===== src/rtl/lemming_pkg.sv =====
// Shared state encoding and default sizing for the Lemming controller.
package lemming_pkg;

  typedef enum logic [2:0] {
    WALK_L = 3'd0,
    WALK_R = 3'd1,
    FALL_L = 3'd2,
    FALL_R = 3'd3,
    DIG_L  = 3'd4,
    DIG_R  = 3'd5,
    SPLAT  = 3'd6
  } lemming_state_t;

  localparam int SPLAT_LIMIT_DEF = 20;
  localparam int CNT_W_DEF       = 5;

endpackage


===== src/rtl/lemming_ctrl_fall_counter.sv =====
// Saturating fall-length counter: synchronous clear beats enable, never wraps.
module fall_counter #(
  parameter int CNT_W = 5
) (
  input  logic             clk,
  input  logic             areset_n,
  input  logic             clr,
  input  logic             en,
  output logic [CNT_W-1:0] cnt
);

  logic [CNT_W-1:0] cnt_q, cnt_d;

  always_comb begin
    cnt_d = cnt_q;
    if (clr) begin
      cnt_d = '0;
    end else if (en && (cnt_q != {CNT_W{1'b1}})) begin
      cnt_d = cnt_q + CNT_W'(1);
    end
  end

  always_ff @(posedge clk or negedge areset_n) begin
    if (!areset_n) begin
      cnt_q <= '0;
    end else begin
      cnt_q <= cnt_d;
    end
  end

  assign cnt = cnt_q;

endmodule


===== src/rtl/lemming_ctrl.sv =====
// Moore controller for one Lemming: walk, fall, dig, splat.
// Optional revive-from-SPLAT input is enabled by defining LEMMING_REVIVE_EN.
module lemming_ctrl
  import lemming_pkg::*;
#(
  parameter int SPLAT_LIMIT = SPLAT_LIMIT_DEF,
  parameter int CNT_W       = CNT_W_DEF
) (
  input  logic clk,
  input  logic areset_n,
  input  logic bump_left,
  input  logic bump_right,
  input  logic ground,
  input  logic dig,
`ifdef LEMMING_REVIVE_EN
  input  logic revive,
`endif
  output logic walk_left,
  output logic walk_right,
  output logic aaah,
  output logic digging,
  output logic dead
);

  if ((2 ** CNT_W) - 1 < SPLAT_LIMIT) begin : g_cnt_w_chk
    $error("lemming_ctrl: CNT_W too narrow to reach SPLAT_LIMIT");
  end

  localparam logic [CNT_W-1:0] LIMIT_C = CNT_W'(SPLAT_LIMIT);

  lemming_state_t   state_q, state_d;
  logic [CNT_W-1:0] cnt;
  logic             falling;
  logic             splat_now;

  assign falling   = (state_q == FALL_L) || (state_q == FALL_R);
  // cnt counts completed fall cycles, so the landing cycle itself is not included
  assign splat_now = (cnt >= LIMIT_C);

  fall_counter #(
    .CNT_W (CNT_W)
  ) u_fall_counter (
    .clk      (clk),
    .areset_n (areset_n),
    .clr      (!falling),
    .en       (falling),
    .cnt      (cnt)
  );

  always_comb begin
    state_d = state_q;
    case (state_q)
      WALK_L: begin
        if (!ground)        state_d = FALL_L;
        else if (dig)       state_d = DIG_L;
        else if (bump_left) state_d = WALK_R;
      end
      WALK_R: begin
        if (!ground)         state_d = FALL_R;
        else if (dig)        state_d = DIG_R;
        else if (bump_right) state_d = WALK_L;
      end
      FALL_L: if (ground) state_d = splat_now ? SPLAT : WALK_L;
      FALL_R: if (ground) state_d = splat_now ? SPLAT : WALK_R;
      DIG_L:  if (!ground) state_d = FALL_L;
      DIG_R:  if (!ground) state_d = FALL_R;
      SPLAT: begin
`ifdef LEMMING_REVIVE_EN
        if (revive) state_d = WALK_L;
`endif
      end
      default: state_d = WALK_L;
    endcase
  end

  always_comb begin
    walk_left  = 1'b0;
    walk_right = 1'b0;
    aaah       = 1'b0;
    digging    = 1'b0;
    dead       = 1'b0;
    case (state_q)
      WALK_L:         walk_left  = 1'b1;
      WALK_R:         walk_right = 1'b1;
      FALL_L, FALL_R: aaah       = 1'b1;
      DIG_L, DIG_R:   digging    = 1'b1;
      SPLAT:          dead       = 1'b1;
      default:        walk_left  = 1'b0;
    endcase
  end

  always_ff @(posedge clk or negedge areset_n) begin
    if (!areset_n) begin
      state_q <= WALK_L;
    end else begin
      state_q <= state_d;
    end
  end

endmodule


===== config.mk =====
export PLATFORM = sky130hd
export DESIGN_NAME = lemming_ctrl
export DESIGN_NICKNAME = d
export VERILOG_FILES = /design/src/rtl/lemming_pkg.sv /design/src/rtl/lemming_ctrl_fall_counter.sv /design/src/rtl/lemming_ctrl.sv
export SDC_FILE = /design/constraint.sdc
export NUM_CORES = 1
export LEC_CHECK = 0
export CELL_PAD_IN_SITES_DETAIL_PLACEMENT = 2
export CELL_PAD_IN_SITES_GLOBAL_PLACEMENT = 2
export CORE_MARGIN = 2
export CORE_UTILIZATION = 29
export CTS_CLUSTER_SIZE = 20
export DETAILED_ROUTE_END_ITERATION = 7
export PLACE_DENSITY_LB_ADDON = 0.25
export RECOVER_POWER = 25
export SLEW_MARGIN = 40
export SYNTH_ARGS = -nofsm -noshare
export SYNTH_HDL_FRONTEND = slang
export SYNTH_HIERARCHICAL = 1
export SYNTH_SLANG_ARGS = --single-unit

===== constraint.sdc =====
create_clock -name clk -period 1.93 [get_ports clk]
set_input_delay 0.4825 -clock clk [delete_from_list [all_inputs] [get_ports clk]]
set_output_delay 0.4825 -clock clk [all_outputs]
set_load 0.01 [all_outputs]

==> metrics.md <==
| Metric | Value |
|---|---|
| Top Metal Used | `met4` |
| Post-synth top area share | `0.368` |
| Most common library cells after synthesis | `nor2_1 (9), dfrtp_1 (8), a21oi_1 (4)` |
| Number of flops mapped to enable cells by yosys | `0` |
| Met1 wire length | `723 um` |
| Post-synthesis sequential area ratio | `0.368` |
| CP Cell Sequence | `nand2b_1 -> inv_2 -> dlygate4sd2_1` |
| Most frequent cell after synthesis | `nor2_1` |
| RSZ-0062 raised after global routing | `no` |
| Leak pwr | `0.357 nW` |
| Min Tclk post-route | `1740 ps` |
| Worst-Skew Late Latency | `260 ps` |
| Final WL | `1.50 mm` |
| Setup Viol. Count Final | `0` |
| Startpoint types | `register` |
| Starting density of the core | `0.312` |
| Met3 routed wirelength | `71 um` |
| Tot Pwr | `0.794 mW` |
| Die W | `47.3 um` |
| Synth area leaders | `dfrtp_1 (37%), nor2_1 (6.2%), ha_1 (4.6%)` |
| Share of layout cells above drive strength 1 | `0.273` |
| Syn Nets | `66` |
| Vias in the first global route | `521` |
| Vias/cell | `4.78` |
| Clk buf depth | `2` |
| Crit path kind | `reg2out` |
| # DRC | `0` |
| CP required | `1450 ps` |
| Die height | `47.3 um` |
| Synthesized area | `544 um2` |
| Hold Path Class | `reg2reg` |
| FF-to-FF path depth | `6` |
| P&R area growth vs syn | `36.3%` |
| Worst Setup EP | `aaah` |
| Prevailing post-synth register cell | `dfrtp_1` |
| Worst-Margin Slew | `380 ps` |
| R2r setup slk | `220 ps` |
| Rel. slew slack | `0.746` |
| CTS tree | `built` |
| Crit path DAT | `1260 ps` |
| VDD IR max | `0.404 mV` |
| Skew final | `3.01 ps` |
| Final Hold Viols | `0` |
| Final period util | `0.904` |
| Fin area | `742 um2` |
| First-pass GRT wire length | `2.50 mm` |
| Ys Warns | `6` |
| PortBufs | `10` |
| Maximum clock rate | `0.573 GHz` |
| Cells after Synth | `58` |
| Critical Path Sink Type | `primary output` |
| Ys async rst share | `1.00` |
| Vias | `488` |
| Diode count | `0` |
| Register bit total from synthesis | `8` |
| Status | `completed` |
| Crit path max fanout | `7` |
| Fin nets | `87` |
| Ports | `11` |
| GRT Util Overall | `0.168` |
| Met2 wire length | `688 um` |
| Hold slack | `563 ps` |
| Clock Sinks | `8` |
| Pre-Repair DR Iteration Count | `4` |
| Gr ovfl total | `0` |
| Total clock buffers created by CTS | `3` |
| Core Rows | `15` |
| ANT nets after route | `0` |
| CTS HTree Levels | `1` |
| DPL Wire Length | `1.12 mm` |
| Max_cap viols | `0` |
| Largest stage delay, worst path | `450 ps` |
| Critical path launch point | `state_q[2]` |
| Initial DRC Count | `2` |
| Final core occ | `0.425` |
| Initial antenna violation count | `0` |
| Worst R2R End | `u_fall_counter/cnt[3]` |
| Sum of negative setup slack | `0 ps` |
| Pins Over Slew Limit | `0` |
| Crit path max-delay cell type | `dfrtp_2` |
| Pin count of the biggest net entering global routing | `9` |
| Synth area leader | `dfrtp_1` |
| Reg clk slew, reported paths | `60 ps` |
| Syn Area/Cell | `9.38 um2` |
| Core footprint | `0.00175 mm2` |
| Die ar. | `0.00224 mm2` |
| Cell variety after synth | `30` |
| Avg WL per Cell | `14.7 um` |
| Gpl congestion | `0.738` |
| Clock Tree Root | `clkbuf_4` |
| Reg-to-reg startpoint | `u_fall_counter/cnt[0]` |
| Pwr Density | `1070 mW/mm2` |
| Placed Area | `686 um2` |
[where the power goes]
part	switching (mW)	internal, mW	total [mW]
Combinational	0.185	0.203	0.388
Sequential	0.0624	0.210	0.273
Clock	0.0618	0.0715	0.133
Total	0.309	0.485	0.794
[through the flow]
stage               cells  setup slack [ps]
global route          102               108
global placement       95              70.3
detailed placement     95              5.86
CTS                   102              43.9
floorplan              58               210
finish                102               185
[cells by family after synthesis]
logic type               after synthesis  synth area share
AO/OA/AOI/OAI                         13             0.168
XOR/XNOR                               2            0.0322
AND/OR/NAND/NOR                       26             0.278
flip-flops                             8             0.368
multiplexers                           2            0.0368
buffers and inverters                  5            0.0713
adder cells (fa/ha/maj)                2            0.0460
[registers in the layout, summed over array words and instances (netlist names)]
signal and count:
state_q 3, u_fall_counter/cnt 5
[layer usage]
layer	vias up	GRT usage
met2	9	0.235
met5	-	0
met1	236	0.229
li1	240	-
met4	0	0.0500
met3	3	0.0769
[placed cells by master (no fill, tap or decap), types with 2 or more instances in the layout]
cell             count
a21oi_1              4
buf_4               10
clkbuf_4             3
clkdlybuf4s50_1      4
dfrtp_1              5
dfrtp_2              3
dlygate4sd2_1        4
ha_1                 2
mux2i_1              2
nand2b_1             3
nor2_1               8
nor2b_1              3
nor3_1               2
o21ai_1              2
xor2_1               2
[worst min-delay path by stage]
stage	startpoint	cells past startpoint	endpoint
CTS	areset_n	1	u_fall_counter/cnt[3]
floorplan	areset_n	0	state_q[0]
finish	u_fall_counter/cnt[1]	2	u_fall_counter/cnt[1]
detailed placement	u_fall_counter/cnt[1]	2	u_fall_counter/cnt[1]
global placement	u_fall_counter/cnt[4]	2	u_fall_counter/cnt[4]
global route	areset_n	1	u_fall_counter/cnt[0]
[final cells by class]
type,count,area (um2)
inverters,1,3.75
well taps,25,31.3
multi-input cells,45,308
repair buffers,20,173
flip-flops and latches,8,204
clock buffers,3,22.5
fillers,197,1000
[critical path, delay by kind of cell (launching register included)]
family | cells | cell delay [ps]
flip-flops | 1 | 450
buffers and inverters | 2 | 360
AND/OR/NAND/NOR | 1 | 180
[timing repair]
action	CTS	global route
endpoints found under the setup margin	5	1
resized for setup	8	1
buffers inserted	4	0
hold buffers	0	0
hold endpoints to repair	0	0
Power figures use the tool's default switching activity.
